===== src/rtl/vga_pkg.sv =====
// Shared defaults, types and helpers for the VGA raster generator (640x480@60 timing).
// VGA_TESTPATTERN_EN adds the colour-bar index to the pipeline record.
package vga_pkg;

  localparam int DEF_H_ACTIVE = 640;
  localparam int DEF_H_FP     = 16;
  localparam int DEF_H_SYNC   = 96;
  localparam int DEF_H_BP     = 48;
  localparam int DEF_V_ACTIVE = 480;
  localparam int DEF_V_FP     = 10;
  localparam int DEF_V_SYNC   = 2;
  localparam int DEF_V_BP     = 33;

  localparam bit POL_NEG = 1'b0;
  localparam bit POL_POS = 1'b1;

  localparam int DEF_R_W     = 3;
  localparam int DEF_G_W     = 3;
  localparam int DEF_B_W     = 2;
  localparam int DEF_PIX_LAT = 1;

  typedef enum logic [1:0] {
    RG_ACTIVE,
    RG_FP,
    RG_SYNC,
    RG_BP
  } region_e;

  typedef enum logic {
    ST_IDLE,
    ST_RUN
  } run_state_e;

  // Sync bits hold "inside sync region"; polarity is applied at the output register.
  typedef struct packed {
    logic       de;
    logic       hs;
    logic       vs;
`ifdef VGA_TESTPATTERN_EN
    logic [2:0] bar;
`endif
  } pipe_t;

`ifdef VGA_TESTPATTERN_EN
  function automatic logic [2:0] bar_index(input int x, input int active);
    int bar_w;
    bar_w = (active / 8 > 0) ? active / 8 : 1;
    return 3'(x / bar_w);
  endfunction
`endif

endpackage


===== src/rtl/vga_timing_gen_if.sv =====
// Pixel-clock signal bundle between vga_timing_gen (master) and frame source / DAC (slave).
// VGA_TESTPATTERN_EN adds the pattern_sel input.
interface vga_timing_gen_if #(
  parameter int H_ACTIVE = 640,
  parameter int V_ACTIVE = 480,
  parameter int R_W      = 3,
  parameter int G_W      = 3,
  parameter int B_W      = 2
);
  localparam int XW = $clog2(H_ACTIVE);
  localparam int YW = $clog2(V_ACTIVE);

  logic                   en;
  logic [R_W+G_W+B_W-1:0] colors;
`ifdef VGA_TESTPATTERN_EN
  logic                   pattern_sel;
`endif
  logic                   pix_req;
  logic [XW-1:0]          pix_x;
  logic [YW-1:0]          pix_y;
  logic                   frame_start;
  logic                   hsync;
  logic                   vsync;
  logic                   de;
  logic [R_W-1:0]         red;
  logic [G_W-1:0]         green;
  logic [B_W-1:0]         blue;

`ifdef VGA_TESTPATTERN_EN
  modport master (
    input  en, colors, pattern_sel,
    output pix_req, pix_x, pix_y, frame_start, hsync, vsync, de, red, green, blue
  );
  modport slave (
    output en, colors, pattern_sel,
    input  pix_req, pix_x, pix_y, frame_start, hsync, vsync, de, red, green, blue
  );
`else
  modport master (
    input  en, colors,
    output pix_req, pix_x, pix_y, frame_start, hsync, vsync, de, red, green, blue
  );
  modport slave (
    output en, colors,
    input  pix_req, pix_x, pix_y, frame_start, hsync, vsync, de, red, green, blue
  );
`endif

endinterface


===== src/rtl/vga_axis_counter.sv =====
// One raster axis: wrapping position counter with region decode, advancing only on inc_i.
// wrap_o marks the increment that returns the count to zero (chains horizontal into vertical).
module vga_axis_counter
  import vga_pkg::*;
#(
  parameter int  ACTIVE = 640,
  parameter int  FP     = 16,
  parameter int  SYNC   = 96,
  parameter int  BP     = 48,
  localparam int TOTAL  = ACTIVE + FP + SYNC + BP,
  localparam int CW     = $clog2(TOTAL)
) (
  input  logic          clk_i,
  input  logic          rst_i,
  input  logic          inc_i,
  output logic [CW-1:0] cnt_o,
  output logic          wrap_o,
  output region_e       region_o
);

  localparam logic [CW-1:0] LAST     = CW'(TOTAL - 1);
  localparam logic [CW-1:0] FP_START = CW'(ACTIVE);
  localparam logic [CW-1:0] SY_START = CW'(ACTIVE + FP);
  localparam logic [CW-1:0] BP_START = CW'(ACTIVE + FP + SYNC);

  if (ACTIVE < 1 || FP < 1 || SYNC < 1 || BP < 1) begin : g_bad_cfg
    $error("vga_axis_counter: active, porch and sync lengths must all be non-zero");
  end

  logic [CW-1:0] cnt_q, cnt_d;

  always_comb begin
    cnt_d = cnt_q;
    if (inc_i) begin
      cnt_d = (cnt_q == LAST) ? '0 : cnt_q + CW'(1);
    end
  end

  always_ff @(posedge clk_i or posedge rst_i) begin
    if (rst_i) begin
      cnt_q <= '0;
    end else begin
      cnt_q <= cnt_d;
    end
  end

  assign cnt_o  = cnt_q;
  assign wrap_o = inc_i && (cnt_q == LAST);

  always_comb begin
    if (cnt_q < FP_START) begin
      region_o = RG_ACTIVE;
    end else if (cnt_q < SY_START) begin
      region_o = RG_FP;
    end else if (cnt_q < BP_START) begin
      region_o = RG_SYNC;
    end else begin
      region_o = RG_BP;
    end
  end

endmodule


===== src/rtl/vga_timing_gen.sv =====
// VGA raster generator: pixel requests decoded from counters, sync/de/RGB registered PIX_LAT+1 enabled cycles later.
// en low freezes everything; VGA_TESTPATTERN_EN adds pattern_sel to swap colors for eight vertical bars.
module vga_timing_gen
  import vga_pkg::*;
#(
  parameter int H_ACTIVE = DEF_H_ACTIVE,
  parameter int H_FP     = DEF_H_FP,
  parameter int H_SYNC   = DEF_H_SYNC,
  parameter int H_BP     = DEF_H_BP,
  parameter int V_ACTIVE = DEF_V_ACTIVE,
  parameter int V_FP     = DEF_V_FP,
  parameter int V_SYNC   = DEF_V_SYNC,
  parameter int V_BP     = DEF_V_BP,
  parameter bit HS_POL   = POL_NEG,
  parameter bit VS_POL   = POL_NEG,
  parameter int R_W      = DEF_R_W,
  parameter int G_W      = DEF_G_W,
  parameter int B_W      = DEF_B_W,
  parameter int PIX_LAT  = DEF_PIX_LAT
) (
  input logic              clk25MHz,
  input logic              rst,
  vga_timing_gen_if.master vif
);

  localparam int HCW = $clog2(H_ACTIVE + H_FP + H_SYNC + H_BP);
  localparam int VCW = $clog2(V_ACTIVE + V_FP + V_SYNC + V_BP);
  localparam int XW  = $clog2(H_ACTIVE);
  localparam int YW  = $clog2(V_ACTIVE);
  localparam int CW  = R_W + G_W + B_W;

  if (PIX_LAT < 1 || PIX_LAT > 4) begin : g_bad_lat
    $error("vga_timing_gen: PIX_LAT must lie in 1..4");
  end

  // The first enabled edge after reset only arms the generator, so (0,0) is presented for a full cycle.
  run_state_e state_q, state_d;

  always_ff @(posedge clk25MHz or posedge rst) begin
    if (rst) begin
      state_q <= ST_IDLE;
    end else begin
      state_q <= state_d;
    end
  end

  always_comb begin
    state_d = state_q;
    if (state_q == ST_IDLE && vif.en) begin
      state_d = ST_RUN;
    end
  end

  logic running;
  assign running = (state_q == ST_RUN);

  logic [HCW-1:0] hcnt;
  logic [VCW-1:0] vcnt;
  logic           h_inc, h_wrap, v_wrap_unused;
  region_e        h_region, v_region;

  assign h_inc = vif.en && running;

  vga_axis_counter #(
    .ACTIVE (H_ACTIVE),
    .FP     (H_FP),
    .SYNC   (H_SYNC),
    .BP     (H_BP)
  ) u_hcnt (
    .clk_i    (clk25MHz),
    .rst_i    (rst),
    .inc_i    (h_inc),
    .cnt_o    (hcnt),
    .wrap_o   (h_wrap),
    .region_o (h_region)
  );

  vga_axis_counter #(
    .ACTIVE (V_ACTIVE),
    .FP     (V_FP),
    .SYNC   (V_SYNC),
    .BP     (V_BP)
  ) u_vcnt (
    .clk_i    (clk25MHz),
    .rst_i    (rst),
    .inc_i    (h_wrap),
    .cnt_o    (vcnt),
    .wrap_o   (v_wrap_unused),
    .region_o (v_region)
  );

  logic in_active;
  assign in_active       = running && (h_region == RG_ACTIVE) && (v_region == RG_ACTIVE);
  assign vif.pix_req     = in_active;
  assign vif.pix_x       = in_active ? XW'(hcnt) : '0;
  assign vif.pix_y       = in_active ? YW'(vcnt) : '0;
  assign vif.frame_start = running && (hcnt == '0) && (vcnt == '0);

  pipe_t raw;

  always_comb begin
    raw    = '0;
    raw.de = in_active;
    raw.hs = running && (h_region == RG_SYNC);
    raw.vs = running && (v_region == RG_SYNC);
`ifdef VGA_TESTPATTERN_EN
    raw.bar = bar_index(int'(vif.pix_x), H_ACTIVE);
`endif
  end

  // Timing bits wait here for the frame source to return the requested pixel.
  pipe_t pipe_q [PIX_LAT];

  always_ff @(posedge clk25MHz or posedge rst) begin
    if (rst) begin
      for (int i = 0; i < PIX_LAT; i++) begin
        pipe_q[i] <= '0;
      end
    end else if (vif.en) begin
      pipe_q[0] <= raw;
      for (int i = 1; i < PIX_LAT; i++) begin
        pipe_q[i] <= pipe_q[i-1];
      end
    end
  end

  pipe_t tail;
  assign tail = pipe_q[PIX_LAT-1];

  logic           hsync_q, hsync_d, vsync_q, vsync_d, de_q, de_d;
  logic [R_W-1:0] red_q, red_d, src_r;
  logic [G_W-1:0] green_q, green_d, src_g;
  logic [B_W-1:0] blue_q, blue_d, src_b;

  always_comb begin
    src_r = vif.colors[CW-1 -: R_W];
    src_g = vif.colors[B_W +: G_W];
    src_b = vif.colors[0 +: B_W];
`ifdef VGA_TESTPATTERN_EN
    if (vif.pattern_sel) begin
      src_r = {R_W{tail.bar[2]}};
      src_g = {G_W{tail.bar[1]}};
      src_b = {B_W{tail.bar[0]}};
    end
`endif
    hsync_d = tail.hs ? HS_POL : ~HS_POL;
    vsync_d = tail.vs ? VS_POL : ~VS_POL;
    de_d    = tail.de;
    red_d   = tail.de ? src_r : '0;
    green_d = tail.de ? src_g : '0;
    blue_d  = tail.de ? src_b : '0;
  end

  always_ff @(posedge clk25MHz or posedge rst) begin
    if (rst) begin
      hsync_q <= ~HS_POL;
      vsync_q <= ~VS_POL;
      de_q    <= 1'b0;
      red_q   <= '0;
      green_q <= '0;
      blue_q  <= '0;
    end else if (vif.en) begin
      hsync_q <= hsync_d;
      vsync_q <= vsync_d;
      de_q    <= de_d;
      red_q   <= red_d;
      green_q <= green_d;
      blue_q  <= blue_d;
    end
  end

  assign vif.hsync = hsync_q;
  assign vif.vsync = vsync_q;
  assign vif.de    = de_q;
  assign vif.red   = red_q;
  assign vif.green = green_q;
  assign vif.blue  = blue_q;

endmodule


===== src/flat_wrapper.sv =====
// flat-port wrapper written by rule: the top's interface ports become plain ports
module vga_timing_gen_flat import vga_pkg::*;
#(
  parameter int H_ACTIVE = DEF_H_ACTIVE,
  parameter int H_FP     = DEF_H_FP,
  parameter int H_SYNC   = DEF_H_SYNC,
  parameter int H_BP     = DEF_H_BP,
  parameter int V_ACTIVE = DEF_V_ACTIVE,
  parameter int V_FP     = DEF_V_FP,
  parameter int V_SYNC   = DEF_V_SYNC,
  parameter int V_BP     = DEF_V_BP,
  parameter bit HS_POL   = POL_NEG,
  parameter bit VS_POL   = POL_NEG,
  parameter int R_W      = DEF_R_W,
  parameter int G_W      = DEF_G_W,
  parameter int B_W      = DEF_B_W,
  parameter int PIX_LAT  = DEF_PIX_LAT
)
  (clk25MHz, rst, vif_en, vif_colors, vif_pix_req, vif_pix_x, vif_pix_y, vif_frame_start, vif_hsync, vif_vsync, vif_de, vif_red, vif_green, vif_blue);
  vga_timing_gen_if #(.H_ACTIVE(H_ACTIVE), .V_ACTIVE(V_ACTIVE), .R_W(R_W), .G_W(G_W), .B_W(B_W)) vif_i ();
  input logic clk25MHz;
  input logic rst;
  input wire logic [$bits(vif_i.en)-1:0] vif_en;
  input wire logic [$bits(vif_i.colors)-1:0] vif_colors;
  output wire logic [$bits(vif_i.pix_req)-1:0] vif_pix_req;
  output wire logic [$bits(vif_i.pix_x)-1:0] vif_pix_x;
  output wire logic [$bits(vif_i.pix_y)-1:0] vif_pix_y;
  output wire logic [$bits(vif_i.frame_start)-1:0] vif_frame_start;
  output wire logic [$bits(vif_i.hsync)-1:0] vif_hsync;
  output wire logic [$bits(vif_i.vsync)-1:0] vif_vsync;
  output wire logic [$bits(vif_i.de)-1:0] vif_de;
  output wire logic [$bits(vif_i.red)-1:0] vif_red;
  output wire logic [$bits(vif_i.green)-1:0] vif_green;
  output wire logic [$bits(vif_i.blue)-1:0] vif_blue;
  assign vif_i.en = vif_en;
  assign vif_i.colors = vif_colors;
  assign vif_pix_req = vif_i.pix_req;
  assign vif_pix_x = vif_i.pix_x;
  assign vif_pix_y = vif_i.pix_y;
  assign vif_frame_start = vif_i.frame_start;
  assign vif_hsync = vif_i.hsync;
  assign vif_vsync = vif_i.vsync;
  assign vif_de = vif_i.de;
  assign vif_red = vif_i.red;
  assign vif_green = vif_i.green;
  assign vif_blue = vif_i.blue;
  vga_timing_gen #(.H_ACTIVE(H_ACTIVE), .H_FP(H_FP), .H_SYNC(H_SYNC), .H_BP(H_BP), .V_ACTIVE(V_ACTIVE), .V_FP(V_FP), .V_SYNC(V_SYNC), .V_BP(V_BP), .HS_POL(HS_POL), .VS_POL(VS_POL), .R_W(R_W), .G_W(G_W), .B_W(B_W), .PIX_LAT(PIX_LAT)) u_core (.clk25MHz(clk25MHz), .rst(rst), .vif(vif_i));
endmodule

===== config.mk =====
export PLATFORM = sky130hd
export DESIGN_NAME = vga_timing_gen_flat
export DESIGN_NICKNAME = d
export VERILOG_FILES = /design/src/rtl/vga_pkg.sv /design/src/rtl/vga_timing_gen_if.sv /design/src/rtl/vga_axis_counter.sv /design/src/rtl/vga_timing_gen.sv /design/src/flat_wrapper.sv
export SDC_FILE = /design/constraint.sdc
export NUM_CORES = 1
export LEC_CHECK = 0
export ABC_AREA = 1
export BUFFER_PORTS_ARGS = -buffer_cell sky130_fd_sc_hd__buf_4
export CORE_MARGIN = 4
export CORE_UTILIZATION = 48
export DETAILED_ROUTE_END_ITERATION = 7
export GPL_ROUTABILITY_DRIVEN = 0
export PLACE_DENSITY = 0.67
export SLEW_MARGIN = 20
export SYNTH_ARGS = -nofsm -noshare
export SYNTH_HDL_FRONTEND = slang
export SYNTH_HIERARCHICAL = 1
export SYNTH_SLANG_ARGS = --single-unit

===== constraint.sdc =====
create_clock -name clk25MHz -period 2.4 [get_ports clk25MHz]
set_input_delay 0.6 -clock clk25MHz [delete_from_list [all_inputs] [get_ports clk25MHz]]
set_output_delay 0.6 -clock clk25MHz [all_outputs]
set_load 0.02 [all_outputs]

==> out/metrics.cfg, run 1 <==
[outcome]
status=finished, final reports clean

[detailed_routing]
drt_iter0_drc=172
via_count=2061
drc=0
routedWlPerCell_um=12.52
ant_nets=0
drt-pass1-iter-count=5
vias_per_cell=4.907
postRouteWirelength_mm=5.257

[timing]
hold_ws_ps=319.4
setup_tns_ps=0
skew_ps=6.817
worstMarginPinSlew_ps=556.9
min_period_ps=2348
rsz0062_at_grt=true
finalCritPeriodShare=0.9784
slew_violations=0
clock.fmax_mhz=425.9
final_hold_viol_count=0
setup_viol=0
setup_slack_ps=51.86
slew_headroom=0.6283

[cts]
cts.clk_slew.worst_paths_ps=80
clock_sinks=35
root_buffer=clkbuf_8
cts_tree=yes
clkLatencyLatePin_ps=290
h-tree-depth=2
clk_path_buf_depth=2
cts_made_buffers=5

[layout]
fin_area_um2=2783
nets=381
drive_gt1_frac=0.2880
num-fill-cells=396
layout_commonest_cell=nand2_1
syn_to_final_growth_pct=29.08
final_cell_mix=79 x nand2_1, 59 x inv_1, 50 x buf_4
multi_input_area_um2=1018
antenna_cells=0
regArea_um2=883.3
final_cell_count_no_fill=420
fin_util=0.6391

[synthesis]
ys_ff_latch=35
synthArstFlopShare=1.000
synth_nets=322
syn_area_per_cell_um2=6.999
synthCells=308
syn_area_um2=2156
synth_edf_count=0
yosys_warnings=6
synthDistinctLibCells=25
synth_ff_type=dfrtp_1
ys_seq_area_frac=0.4074

[global_routing]
grt_max_degree=19
grt_pass1_vias=1860
antenna_found_initial=0
overflow=0
grtUsageTotal=0.2000
grt_pass1_wl_mm=8.556

[floorplan]
start_util=0.4951
die-height_um=75.02
dieWidth_um=75.02
rows=24
ios=43
die_area_um2=5627
core_um2=4354

[worst_setup_path]
critPathTopFamily=buffers and inverters
crit_path_cell_trace=nand2_1, nor2_2, nor2_1, a41oi_1, inv_1, nand3_2, buf_12, inv_1, buf_4
crit_path_max_fanout=18
critPathBufInv=4
cp-start-kind=flop
cp_common_cell=inv_1
critPathArrivalTime_ps=1750
required_ps=1800
crit_path_end_kind=output pin
max_stage_delay_ps=400
crit_type=flop to output pin
slowest_stage=dfrtp_1

[power_and_ir_drop]
max-vdd-ir-drop_mv=0.4220
total_power_mw=1.826
p_per_area_nw_per_um2=656.3
p_leak_nw=1.536

[flow_run]
maxCapViolCount=0

[placement]
dp.cells=404
post-dp-hpwl_mm=3.784
port_buffers=42
dp_slack_ps=221.0
placed_cell_area_um2=2564

[hold_path]
hold_class=input port to async pin

-- path summary, 6_finish.rpt --
path,from,endpoint,slack [ps],cells past startpoint
worst max-delay path,u_core/u_vcnt/cnt_o[5],vif_pix_req,50,9
worst min-delay path,rst,u_core/u_hcnt/cnt_o[0],320,2
worst max register to register,u_core/u_hcnt/cnt_o[3],u_core/u_vcnt/cnt_o[6],510,10
worst min register to register,u_core/pipe_q[1],u_core/vif.hsync,430,1
max in group asynchronous,rst,u_core/vif.vsync,1650,2
min in group clk25MHz,u_core/pipe_q[1],u_core/vif.hsync,430,1
-- state kept, by name, indices dropped and copies added (netlist names) --
register,count
u_core/de_d,1
u_core/pipe_q,2
u_core/running,1
u_core/u_hcnt/cnt_o,10
u_core/u_vcnt/cnt_o,10
u_core/vif.blue,2
u_core/vif.de,1
u_core/vif.green,3
u_core/vif.hsync,1
u_core/vif.red,3
u_core/vif.vsync,1
-- worst register-to-register path: stages, from the launching register on --
cell     delay, ps
dfrtp_1        450
nand2_1        160
nor3_1         180
nand3_1        100
nor3_1         140
buf_4          180
nand2_2         70
nor2_2         180
nand2_1        100
o21ai_1        160
inv_1           50
-- power breakdown --
group	switching, mW	internal (mW)
Combinational	0.307	0.202
Sequential	0.108	0.672
Clock	0.227	0.309
Total	0.643	1.18
-- cells in the mapped netlist (2+ instances only) --
library cell / count / area share
nor2_4: 3 / 0.016
o21ai_1: 2 / 0.0046
nand4_1: 6 / 0.017
nand2_1: 81 / 0.14
nor2_1: 38 / 0.066
dfstp_2: 2 / 0.024
nor3_1: 5 / 0.012
ha_1: 3 / 0.017
inv_2: 2 / 0.0035
xor2_1: 6 / 0.024
inv_1: 59 / 0.10
buf_6: 2 / 0.010
xnor2_1: 2 / 0.0081
nor2_2: 20 / 0.058
nand3_1: 28 / 0.065
buf_2: 3 / 0.0070
nand2_2: 3 / 0.0087
o21ai_0: 4 / 0.0093
dfrtp_1: 33 / 0.38
-- cell type report --
type	count	share of cell area
inverter	61	0.08228
sequential	35	0.3174
multi-input combinational	206	0.3660
tap	52	0.02338
clock inverter	3	0.01574
clock buffer	5	0.02473
timing repair buffer	58	0.1704
-- routing by layer --
metal | global-route usage | wire length, µm
met5 | 0 | 0
met4 | 0.07115 | 42
met3 | 0.03872 | 252
met2 | 0.3269 | 2547
met1 | 0.2640 | 2414
-- logic make-up after synthesis --
kind of cell / synth area share
AND/OR/NAND/NOR: 0.3918
buffers and inverters: 0.1271
flip-flops: 0.4074
AO/OA/AOI/OAI: 0.02380
XOR/XNOR: 0.03250
adder cells (fa/ha/maj): 0.01741
-- repair_timing --
item | CTS | global route
buffers inserted | 2 | 6
gates resized for setup | 2 | 14
hold buffers | 0 | 0
pin swaps | 0 | 0
endpoints found under the setup margin | 20 | 20
gates cloned | 0 | 0
No activity file was read; power rests on OpenSTA's default activity.
==> run 2: changes to the inputs <==
CORE_MARGIN = unset   (was 4)
PLACE_DENSITY = 0.68   (was 0.67)
SYNTH_HIERARCHICAL = unset   (was 1)
==> out/metrics.cfg, run 2 <==
[outcome]
status=finished, final reports clean

[worst_setup_path]
max_stage_delay_ps=500  ; +100 ps
critPathArrivalTime_ps=1670  ; -80 ps
reg2reg_from=u_core.u_vcnt.cnt_o[0]
slowest_stage=dfrtp_1
rrSetupSlack_ps=880  ; +370 ps
required_ps=1800  ; about the same
crit_type=flop to output pin
crit_path_end_kind=output pin
critPathTopFamily=flip-flops
crit_path_cell_trace=nand2_1, o21ai_2, nor2_4, inv_4, nor2_1, buf_4
r2r-end=u_core.u_vcnt.cnt_o[6]
cp-start-kind=flop
critPathBufInv=2  ; -2
r2r_cells=6  ; -4
crit_path_max_fanout=18  ; unchanged

[timing]
min_period_ps=2268  ; -79.96 ps
clock.fmax_mhz=440.9  ; +3.5%
finalCritPeriodShare=0.9451  ; -0.03331
final_hold_viol_count=0  ; unchanged
worstMarginPinSlew_ps=488.9  ; -68.02 ps
slew_violations=0  ; unchanged
rsz0062_at_grt=false
slew_headroom=0.6737  ; +0.04540
setup_tns_ps=0  ; unchanged
setup_viol=0  ; unchanged
skew_ps=3.946  ; -2.871 ps

[synthesis]
ys_seq_area_frac=0.4401  ; +0.03270
yosys_warnings=0  ; -6
netlist_top_cells_count=68 x nand2_1, 33 x dfrtp_1, 29 x inv_1
synthCells=261  ; -15%
synth_edf_count=0  ; unchanged
yosysTopAreaCell=dfrtp_1
synthTopCellsByArea=dfrtp_1 41%, nand2_1 13%, inv_1 5.5%, nand3_1 5.3%, nor2_1 5.1%
yosysMostFrequentCell=nand2_1
synth.top_cell.area_share=0.4138  ; +0.03074
syn_area_um2=1996  ; -7.4%
synthArstFlopShare=1.000  ; unchanged
syn_area_per_cell_um2=7.646  ; +9.2%
synth_ff_type=dfrtp_1
ys_ff_latch=35  ; unchanged
synth_nets=276  ; -14%
synthDistinctLibCells=28  ; +12%

[layout]
syn_to_final_growth_pct=23.07
nets=318  ; -17%
num-fill-cells=365  ; -7.8%
layout_commonest_cell=nand2_1
antenna_cells=0  ; unchanged
drive_gt1_frac=0.2566  ; -0.03146
final_cell_mix=68 x nand2_1, 43 x buf_4, 33 x dfrtp_1

[global_routing]
antenna_found_initial=0  ; unchanged
grt_pass1_wl_mm=7.196  ; -16%
grt_max_degree=36  ; +17
grt_pass1_vias=1594  ; -14%
overflow=0  ; unchanged
grtUsageTotal=0.2184  ; +0.01837

[cts]
cts_tree=yes
root_buffer=clkbuf_8
h-tree-depth=2  ; unchanged
ctsResizeCount=0  ; -2
clkLatencyLatePin_ps=280  ; about the same
cts.clk_slew.worst_paths_ps=80  ; about the same
cts_made_buffers=5  ; unchanged
clock_sinks=35  ; unchanged
clk_path_buf_depth=2  ; unchanged
ctsHoldBuffers=0  ; unchanged
post_cts_buffers=0  ; -2

[placement]
port_buffers=42  ; unchanged
post-dp-hpwl_mm=3.141  ; -17%

[detailed_routing]
ant_nets=0  ; unchanged
routedWlPerCell_um=12.52  ; about the same
postRouteWirelength_mm=4.431  ; -16%
drt-pass1-iter-count=4  ; -1
drt_iter0_drc=66  ; -62%
drc=0  ; unchanged
via_count=1765  ; -14%
vias_per_cell=4.986  ; +1.6%

[power_and_ir_drop]
max-vdd-ir-drop_mv=0.5572  ; +32%
total_power_mw=2.482  ; +36%
p_leak_nw=1.277  ; -17%
p_per_area_nw_per_um2=1011  ; +54%

[flow_run]
maxCapViolCount=0  ; unchanged

[hold_path]
hold_class=input port to async pin

[floorplan]
start_util=0.4989  ; +0.003790
die_area_um2=4420  ; -21%
dieWidth_um=66.48  ; -11%
core_um2=4000  ; -8.1%
rows=23  ; -4.2%
ios=43  ; unchanged
die-height_um=66.48  ; -11%

==> run 2: power breakdown <==
group          total, mW  switching (mW)  internal, mW  leakage, nW
Sequential         0.863           0.145         0.718        0.435
Clock              0.639           0.224         0.416       0.0654
Combinational      0.980           0.628         0.352        0.777
==> run 2: cell families (layout without fill, tap and decap cells) <==
logic type,after synthesis,after routing,synth area share
fa+ha+maj,4,4,0.02508
xor+xnor,6,6,0.02633
compound gates,19,19,0.05266
simple gates,153,153,0.3580
flops,35,35,0.4401
buf+inv,44,87,0.09780
==> run 2: worst min-delay path: cells and delay by family <==
kind                   cells  cell delay [ps]
buffers and inverters      3              540
==> run 2: area by class of cell <==
type                       count  area, µm²  share of cell area
clock buffer                   6      72.57             0.02955
clock inverter                 2      60.06             0.02445
inverter                      36      137.6             0.05604
multi-input combinational    182      922.1              0.3754
sequential                    35      878.3              0.3576
tap                           50      62.56             0.02547
timing repair buffer          43      322.8              0.1314
==> run 2: layer usage <==
metal	GRT usage	up-vias	routed length, µm
li1	-	911	-
met1	0.2913	814	2125
met2	0.3316	33	2082
met3	0.04966	7	145
met4	0.1064	0	78
met5	0	-	0
==> run 2: how the worst max path moves through the flow <==
| stage | cells after the start | slack, ps | start | endpoint |
|---|---|---|---|---|
| after CTS | 6 | 110 | u_core.u_vcnt.cnt_o[5] | vif_pix_x[9] |
| after global placement | 8 | 430 | u_core.u_hcnt.cnt_o[9] | vif_pix_y[0] |
| after floorplan | 8 | 440 | u_core.u_hcnt.cnt_o[9] | vif_pix_x[0] |
| after detailed placement | 6 | 430 | u_core.u_vcnt.cnt_o[5] | vif_pix_x[9] |
| after global routing | 8 | 40 | u_core.u_hcnt.cnt_o[9] | vif_pix_x[9] |
| final | 6 | 130 | u_core.u_vcnt.cnt_o[6] | vif_pix_x[9] |
==> run 2: per-stage QoR <==
stage | cell area, µm² | utilization | hold slack (ps) | worst slack [ps] | instances
6_report | 2456 | 0.6140 | 413.3 | 131.8 | 354
5_1_grt | 2456 | 0.6140 | 456.4 | 36.96 | 354
4_1_cts | 2456 | 0.6140 | 426.9 | 111.8 | 354
3_5_place_dp | 2323 | 0.5809 | 439.7 | 429.4 | 346
3_3_place_gp | 2323 | 0.5809 | 420.6 | 427.9 | 346
2_1_floorplan | 1996 | - | 405.7 | 441.2 | 261
==> run 3: changes to the inputs <==
ABC_AREA = unset   (was 1)
==> out/metrics.cfg, run 3 <==
[flow_run]
maxCapViolCount=0  ; unchanged

[power_and_ir_drop]
sw_frac_of_total=0.2875  ; -0.1140
p_leak_nw=1.114  ; -13%
comb_power_share=0.147  ; -0.248
p_switching_mw=0.3827  ; -62%
p_int_mw=0.9484  ; -36%
p_per_area_nw_per_um2=552.9  ; -45%
power_frac_seq=0.540  ; +0.192
max-vdd-ir-drop_mv=0.2883  ; -48%
pwr-share-clk=0.313  ; +0.055

[cts]
clk_path_buf_depth=2  ; unchanged
cts_made_buffers=5  ; unchanged
clkLatencyLatePin_ps=280  ; about the same
root_buffer=clkbuf_8
clock_sinks=35  ; unchanged
h-tree-depth=2  ; unchanged
cts_tree=yes
cts.clk_slew.worst_paths_ps=70  ; about the same

[synthesis]
synthArstFlopShare=1.000  ; unchanged
synthSimpleGateAreaFrac=0.2840  ; -0.07399
synth-compound-area-share=0.07933  ; +0.02667
synthAdderAreaFrac=0.02667  ; +0.001588
synth_nets=213  ; -23%
yosysTopAreaCell=dfrtp_1
synth.top_cell.area_share=0.4400  ; +0.02621
synthCells=198  ; -24%
synth_top_family_by_area=simple AND/OR/NAND/NOR gates
synthTopCellsByArea=dfrtp_1 44%, and2_1 5.0%, xnor2_1 4.2%, inv_1 4.0%, nand2_1 3.8%
ys_ff_latch=35  ; unchanged
yosys_warnings=0  ; unchanged
ys_seq_area_frac=0.4680  ; +0.02787
netlist_top_cells_count=33 x dfrtp_1, 20 x inv_1, 19 x nand2_1
yosysMostFrequentCell=dfrtp_1
synth_mux_area_frac=0.02933  ; +0.02933
synth_ff_type=dfrtp_1
synth_edf_count=0  ; unchanged
syn_area_um2=1877  ; -6.0%
syn_area_per_cell_um2=9.479  ; +24%
synth_xor_area_frac=0.04667  ; +0.02033
synthDistinctLibCells=41  ; +46%

[layout]
final_cell_mix=50 x buf_4, 32 x dfrtp_1, 19 x nand2_1
fin_area_um2=2407  ; -2.0%
antenna_cells=0  ; unchanged
regArea_um2=879.6  ; +0.14%
drive_gt1_frac=0.3185  ; +0.06197
multi_input_area_um2=929.6  ; +0.81%
nets=263  ; -17%
num-fill-cells=323  ; -12%
layout_commonest_cell=buf_4
syn_to_final_growth_pct=28.27

[global_routing]
overflow=0  ; unchanged
grt_pass1_wl_mm=7.093  ; -1.4%
antenna_found_initial=0  ; unchanged
grt_pass1_vias=1571  ; -1.4%
grtUsageTotal=0.2210  ; +0.002587
grt_max_degree=36  ; unchanged

[detailed_routing]
drt-pass1-iter-count=4  ; unchanged
routedWlPerCell_um=14.44  ; +15%
via_count=1620  ; -8.2%
postRouteWirelength_mm=4.274  ; -3.5%
drc=0  ; unchanged
vias_per_cell=5.473  ; +9.8%
drt_iter0_drc=83  ; +26%
ant_nets=0  ; unchanged

[timing]
finalCritPeriodShare=0.9678  ; +0.02272
setup_tns_ps=0  ; unchanged
slew_violations=0  ; unchanged
final_hold_viol_count=0  ; unchanged
hold_ws_ps=419.0  ; +5.736 ps
worstMarginPinSlew_ps=422.6  ; -66.28 ps
rsz0062_at_grt=true
skew_ps=5.556  ; +1.611 ps
clock.fmax_mhz=430.5  ; -2.3%
setup_slack_ps=77.29  ; -54.53 ps
slew_headroom=0.7157  ; +0.04195
min_period_ps=2323  ; +54.53 ps
setup_viol=0  ; unchanged

[floorplan]
ios=43  ; unchanged
rows=22  ; -4.3%
die_area_um2=4164  ; -5.8%
start_util=0.5051  ; +0.006145
die-height_um=64.53  ; -2.9%
dieWidth_um=64.53  ; -2.9%
core_um2=3716  ; -7.1%

[worst_setup_path]
max_stage_delay_ps=450  ; -50 ps
required_ps=1800  ; about the same
critPathArrivalTime_ps=1720  ; +50 ps
cp_common_cell=buf_4
crit_path_cell_trace=and4_4, nand3b_4, buf_4, nor3_1, buf_4
crit_type=flop to output pin
slowest_stage=dfrtp_2
crit_path_end_kind=output pin
cp-start-kind=flop
crit_path_max_fanout=8  ; -10

[placement]
port_buffers=42  ; unchanged
placed_cell_area_um2=2248  ; -3.2%
post-dp-hpwl_mm=2.998  ; -4.5%
dp_slack_ps=173.1  ; -256.3 ps

[hold_path]
hold_class=input port to async pin

[outcome]
status=finished, final reports clean

-- run 3: cell types whose count changed in the layout (fill, tap and decap cells not counted), moves of 5 or more --
cell	change
and2_1	+15
nor2_1	-21
inv_2	-5
nor2_2	-9
xnor2_1	+9
buf_4	+7
xor2_1	-5
nand3_1	-13
nand2_1	-49
inv_1	-10
-- run 3: cells by family (layout without fill, tap and decap cells) --
family	after synthesis	count (layout)
mux	5	5
buf+inv	28	77
compound gates	26	26
xor+xnor	10	10
fa+ha+maj	4	4
simple gates	90	91
flops	35	35
-- run 3: metal layers --
metal / GRT usage / vias up / share of wire
li1: - / 775 / -
met1: 0.2809 / 790 / 0.46
met2: 0.3697 / 49 / 0.48
met3: 0.05458 / 6 / 0.051
met4: 0.06667 / 0 / 0.011
met5: 0 / - / 0
-- run 3: power by group through the flow --
stage	registers (mW)	clock network, mW	logic, mW
final	0.718	0.417	0.196
after detailed placement	0.724	0	0.188
after floorplan	0.701	0	0.144
after global placement	0.718	0	0.184
after CTS	0.714	0.430	0.196
after global routing	0.725	0.455	0.214
-- run 3: per-stage QoR --
step	instances	utilization	power [mW]
5_1_grt	296	0.6478	1.394
6_report	296	0.6478	1.331
3_5_place_dp	286	0.6051	0.9119
4_1_cts	294	0.6364	1.339
3_3_place_gp	286	0.6051	0.9020
2_1_floorplan	198	-	0.8454
-- run 3: worst max-delay path, delay by kind of cell (launching register included) --
family | cells | cell delay [ps]
AND/OR/NAND/NOR | 3 | 610
buffers and inverters | 2 | 380
flip-flops | 1 | 450
-- run 3: area by class of cell --
type,instances,area share
Multi-Input combinational cell,136,0.3862
Sequential cell,35,0.3654
Timing Repair Buffer,50,0.1559
Clock buffer,6,0.03430
Inverter,20,0.03119
Tap cell,48,0.02495
Clock inverter,1,0.002079
-- run 3: worst paths after layout --
path	start	to	slack, ps	depth (start not counted)
max	u_core.u_vcnt.cnt_o[5]	vif_pix_x[0]	80	5
min	rst	u_core.u_hcnt.cnt_o[0]	420	3
max reg2reg	u_core.u_hcnt.cnt_o[0]	u_core.u_hcnt.cnt_o[9]	620	6
min reg2reg	u_core.u_vcnt.cnt_o[9]	u_core.u_vcnt.cnt_o[9]	490	1
max in group asynchronous	rst	u_core.vif.hsync	1650	3
min in group clk25MHz	u_core.u_vcnt.cnt_o[9]	u_core.u_vcnt.cnt_o[9]	490	1
-- run 3: timing repair --
item,in CTS,in global routing
resized for setup,5,8
setup endpoints to repair,14,18
gates cloned,0,1
setup buffers,1,1
pin swaps,1,2
hold buffers,0,0
